<file path="src/rtl/clk_div_by_10_pkg.sv">
// Shared constants and helpers for the clk_div_by_10 divider.
// Holds the default ratio and the legality check for DIVISOR.
package clk_div_by_10_pkg;

    localparam int DEFAULT_DIVISOR = 10;

    function automatic bit divisor_ok(input int d);
        return (d >= 2) && (d % 2 == 0);
    endfunction

endpackage

</file>
<file path="src/rtl/clk_div_by_10_mod_counter.sv">
// Wrap-around modulo counter with synchronous reset.
// The wrap flag is high while the count sits at MOD-1.
module mod_counter #(
    parameter int MOD = 10,
    parameter int W   = 4
) (
    input  logic         clk,
    input  logic         reset,
    output logic [W-1:0] cnt,
    output logic         wrap
);

    assign wrap = (cnt == W'(MOD - 1));

    always_ff @(posedge clk) begin
        if (reset) begin
            cnt <= '0;
        end else if (wrap) begin
            cnt <= '0;
        end else begin
            cnt <= cnt + 1'b1;
        end
    end

endmodule

</file>
<file path="src/rtl/clk_div_by_10.sv">
// Even-ratio clock divider: 50% square wave plus terminal-count strobe.
// Output is a registered fabric signal, not a buffered clock.
module clk_div_by_10
    import clk_div_by_10_pkg::*;
#(
    parameter int DIVISOR = DEFAULT_DIVISOR,
    parameter int CNT_W   = $clog2(DIVISOR)
) (
    input  logic clk,
    input  logic reset,
    output logic clk_div_10,
    output logic tc
);

    if (!divisor_ok(DIVISOR)) begin : g_bad_divisor
        $error("clk_div_by_10: DIVISOR must be even and >= 2");
    end

    if ((2 ** CNT_W) < DIVISOR) begin : g_bad_width
        $error("clk_div_by_10: CNT_W too narrow for DIVISOR");
    end

    logic [CNT_W-1:0] cnt;
    logic             wrap;
    logic             half;
    logic             q;

    mod_counter #(
        .MOD (DIVISOR),
        .W   (CNT_W)
    ) u_cnt (
        .clk   (clk),
        .reset (reset),
        .cnt   (cnt),
        .wrap  (wrap)
    );

    assign half = (cnt == CNT_W'(DIVISOR / 2 - 1));

    // Toggle at mid-count and at wrap gives DIVISOR/2 high, DIVISOR/2 low.
    always_ff @(posedge clk) begin
        if (reset) begin
            q  <= 1'b0;
            tc <= 1'b0;
        end else begin
            if (half || wrap) begin
                q <= ~q;
            end
            tc <= wrap;
        end
    end

    assign clk_div_10 = q;

endmodule

</file>
<file path="config.mk">
export PLATFORM = sky130hd
export DESIGN_NAME = clk_div_by_10
export DESIGN_NICKNAME = d
export VERILOG_FILES = /design/src/rtl/clk_div_by_10_pkg.sv /design/src/rtl/clk_div_by_10_mod_counter.sv /design/src/rtl/clk_div_by_10.sv
export SDC_FILE = /design/constraint.sdc
export NUM_CORES = 1
export LEC_CHECK = 0
export BUFFER_PORTS_ARGS = -buffer_cell sky130_fd_sc_hd__buf_2
export CORE_AREA = 2 2 39 41
export CTS_BUF_LIST = sky130_fd_sc_hd__clkbuf_8 sky130_fd_sc_hd__clkbuf_16
export DETAILED_ROUTE_END_ITERATION = 6
export DIE_AREA = 0 0 41 43
export SYNTH_ARGS = -nofsm -noshare
export SYNTH_HDL_FRONTEND = slang
export SYNTH_SLANG_ARGS = --single-unit
</file>
<file path="constraint.sdc">
create_clock -name clk -period 1.7 [get_ports clk]
set_clock_uncertainty 0.1 [all_clocks]
set_input_delay 0.255 -clock clk [delete_from_list [all_inputs] [get_ports clk]]
set_output_delay 0.255 -clock clk [all_outputs]
set_load 0.02 [all_outputs]
</file>
# Word-level counts from Yosys, hierarchy flattened
# Index checks and enable logic that the tools add are counted.
# classes
addsub,1
eq_ne,2
bitwise_logic,1
reduce_logical,2
# ops
cell,count
$add A4 B1 Y4 const B,1
$eq A4 B3 Y1 const B,1
$eq A4 B4 Y1 const B,1
$reduce_or A2 Y1,1
$logic_or A1 B1 Y1,1
$not A1 Y1,1
# totals
reg_bits,6
inputBits,2
word_cells,9

# Longest topological paths before layout
# logic_depth
ltp_word,2
ltp_mapped,5

# Modules after synthesis
# From an unflattened synthesis, not the netlist that was laid out.
# hier_totals
hier_cells,27
hier_area_um2,277.8
# by_module_without_submodules
mod,n_inst,cells_per_inst,area_each_um2
mod_counter,1,20,183.9
clk_div_by_10,1,7,93.8

# Least setup slack after synthesis
# OpenSTA, ideal clock, no wires.
# synth_path
path_kind,flip-flop to flip-flop
startpoint,register u_cnt.cnt[1]
endpoint,register q (netlist: clk_div_10)
arrival_time_ns,1.233
slack_ns,0.244
stages_incl_launch_ff,6
path_buffers,0
synth_period_minus_slack_ns,1.456
cell_sequence,dfxtp_1 -> inv_1 -> ha_1 -> and3b_1 -> a31oi_1 -> mux2_1
# synth_via
elab_chain_len,2
# synth_rtl
item,line,rtl
from (decl),clk_div_by_10_mod_counter.sv:9,"output logic [W-1:0] cnt,"
from (signal assigned),clk_div_by_10_mod_counter.sv:21,cnt <= cnt + 1'b1;
$eq A4 B3 Y1 or $eq A4 B4 Y1 (tied branches),"clk_div_by_10.sv:38, clk_div_by_10_mod_counter.sv:13",
$logic_or A1 B1 Y1 *,clk_div_by_10.sv:46,if (half || wrap) begin
to (signal assigned),clk_div_by_10.sv:47,q <= ~q;
to (decl),clk_div_by_10.sv:26,logic q;
# Mark *: on every way between the ends. The rest lies on a longest branch, timed or not.
# A chain may end at the register's enable or synchronous reset.

# Final worst setup path
# Same ends and word-level chain as after synthesis.

==> impl_metrics.tcl <==
set metrics [dict create \
    timing.critical_path.arrival_ps 1570 \
    total_area_of_multi_input_combinational_cells_um2 141 \
    use_met2_pct 8.44 \
    cp_data_required_time_ps 1700 \
    synthCells 28 \
    worst_slew_margin_rel_pct 86.2 \
    insertion_delay_ps 220 \
    clk_root_buffer_cell "clkbuf_8" \
    post_synth_instance_area_um2 273 \
    finalSetupViolCount 0 \
    groute.layer.met3.usage_pct 7.85 \
    number_of_buffers_added_on_ports 3 \
    rsz0062_at_grt "false" \
    via_count_of_the_first_global_routing_pass 200 \
    grt_max_degree 9 \
    power_per_cell_area_nw_per_um2 1110 \
    numClockSinks 6 \
    detail_route.wirelength_um 403 \
    vdd_ir_drop_max_mv 0.678 \
    track_usage_pct 6.95 \
    htree_num_levels 1 \
    power.leakage_nw 0.145 \
    grt_pass1_wl_um 779 \
    ys_ff_latch 6 \
    synth.yosys.seq_area_share_pct 44.0 \
    ant_nets 0 \
    synth_async_sr_flop_share_pct 0 \
    number_of_placed_instances_with_taps_included 47 \
    worstReg2RegStart "u_cnt.cnt[1]" \
    tritoncts "built" \
    met1_usage_pct 8.77 \
    final_common_cell "dfxtp_1" \
    number_of_violations_reported_at_the_end_of_detailed_routing_iteration_0 3 \
    syn-mean-instance-area_um2 9.74 \
    area.growth.synth_to_final_pct 28.0 \
    clk_transition_reported_paths_ps 30 \
    worstHoldPathType "input pin to flip-flop" \
    placeableCoreArea_um2 1380 \
    synth-main-ff-cell "dfxtp_1" \
    fin_setup_tns_ps 0 \
    hold_violation_total_from_the_final_report 0 \
    hold_buffers 0 \
    critPathLaunchType "flip-flop" \
    grt_antenna_before_repair 0 \
    grt_busiest_layer "met1" \
    dr_total_vias 210 \
    synth_edf_count 0 \
    seq_area_um2 120 \
    finalWorstSetupSlack_ps 135 \
    dp_worst_setup_slack_ps 137 \
    layout_filler_cell_count 147 \
    die_width_um 41 \
    hold_start "reset" \
    die_h_um 43 \
    detail_route.vias_per_cell 4.20 \
    tritoncts.num_buffers 3 \
    maxSlewViolCount 0 \
    kind_of_capture_point_of_the_worst_setup_path "flip-flop" \
    std_cell_rows 14 \
    cts_resized 0 \
    post-cts-setup-buffer-count 0 \
    timing_worst_setup_path_type "flip-flop to flip-flop" \
    most-common-layout-cells "dfxtp_1, inv_1, ha_1, clkbuf_8, buf_2" \
    io_pins 4 \
    hold_path_end "u_cnt.cnt[2]" \
    synth_fp_nets 33 \
    reg2reg_setup_slack_ps 140 \
    fmaxAchievable_ghz 0.639 \
    gpl.final_weighted_congestion 0.743 \
    layout_worst_path_cycle_share_pct 92.0 \
    drt_drc_violations_left 0 \
    synth.yosys.warnings 0 \
    worst-path-max-fanout 3 \
    cap_viol_max_count 0 \
    grt_overflow 0 \
    finish.net_count 41 \
    drive_gt1_share_pct 17.6 \
    die-area_um2 1760 \
    layoutNonFillerInstCount 50 \
    timing.hold.worst_path_depth 2 \
    antenna_cells_inserted 0 \
    finalCriticalPeriod_ps 1560 \
    initial_core_util_pct 19.7 \
    cts-root-to-sink-buffers 2 \
    synth.lib_cells_used.distinct 17 \
    outcome "finished clean" \
    worst_r2r_path_depth 5 \
    drt_pass1_iterations 2 \
    postLayoutCellArea_um2 349 \
    detail_route.wl_per_cell_um 8.06 \
    rr_endpoint "clk_div_10" \
    placed_cell_area_um2 308 \
    tightestPinTransition_ps 206 \
]
[cell usage after synthesis (all sizes together), types with 2 or more instances]
| library cell | count | area (µm²) |
|---|---|---|
| dfxtp | 6 | 120 |
| ha | 3 | 37.5 |
| inv | 3 | 11.3 |
| a31oi | 2 | 12.5 |
| nor3 | 2 | 10.0 |
[flip-flops by register name, summed over array words and instances (netlist names)]
name,count
clk_div_10,1
tc,1
u_cnt.cnt,4
[critical path, cell delays in order (launching register included)]
cell	delay, ps
dfxtp_1	360
inv_1	80
ha_1	200
and3b_1	220
a31oi_1	160
mux2_1	330
[through the flow]
stage	hold WS [ps]	util (%)	power, mW
floorplan	224	-	0.176
global placement	398	22.2	0.184
detailed placement	388	22.2	0.184
CTS	187	25.2	0.395
global route	222	25.2	0.407
finish	195	25.2	0.388
[cell families (layout without fill, tap and decap cells)]
| kind of cell | count (synthesis) | in the layout | synth area share, % |
|---|---|---|---|
| buffers and inverters | 3 | 9 | 4.13 |
| and+or+nand+nor | 11 | 11 | 24.8 |
| DFF | 6 | 6 | 44.0 |
| muxes | 1 | 1 | 4.13 |
| adders and majority gates | 3 | 3 | 13.8 |
| AOI/OAI and AO/OA | 4 | 4 | 9.17 |
[report_power, final]
| group | internal (mW) | total, mW | switching, mW |
|---|---|---|---|
| Sequential | 0.149 | 0.157 | 0.00769 |
| Combinational | 0.0120 | 0.0250 | 0.0129 |
| Clock | 0.152 | 0.206 | 0.0547 |
| Total | 0.313 | 0.388 | 0.0753 |
[worst max-delay path by stage]
| stage | from | endpoint | slack [ps] | depth (start not counted) |
|---|---|---|---|---|
| 2_1_floorplan | u_cnt.cnt[1] | clk_div_10 | 240 | 5 |
| 3_3_place_gp | u_cnt.cnt[1] | clk_div_10 | 150 | 5 |
| 3_5_place_dp | u_cnt.cnt[1] | clk_div_10 | 140 | 5 |
| 4_1_cts | u_cnt.cnt[1] | clk_div_10 | 140 | 5 |
| 5_1_grt | u_cnt.cnt[1] | clk_div_10 | 50 | 5 |
| 6_report | u_cnt.cnt[1] | clk_div_10 | 140 | 5 |
[area by class of cell]
type | instances | area share (%)
inverter | 3 | 3.23
clock buffer | 3 | 11.8
tap | 16 | 5.73
sequential | 6 | 34.4
multi-input combinational | 19 | 40.5
timing repair buffer | 3 | 4.30
[routing by layer]
| layer | vias to the layer above | wire, µm |
|---|---|---|
| met1 | 93 | 196 |
| met5 | - | 0 |
| met2 | 5 | 164 |
| li1 | 112 | - |
| met4 | 0 | 0 |
| met3 | 0 | 42 |
No activity file was read; power rests on OpenSTA's default activity.
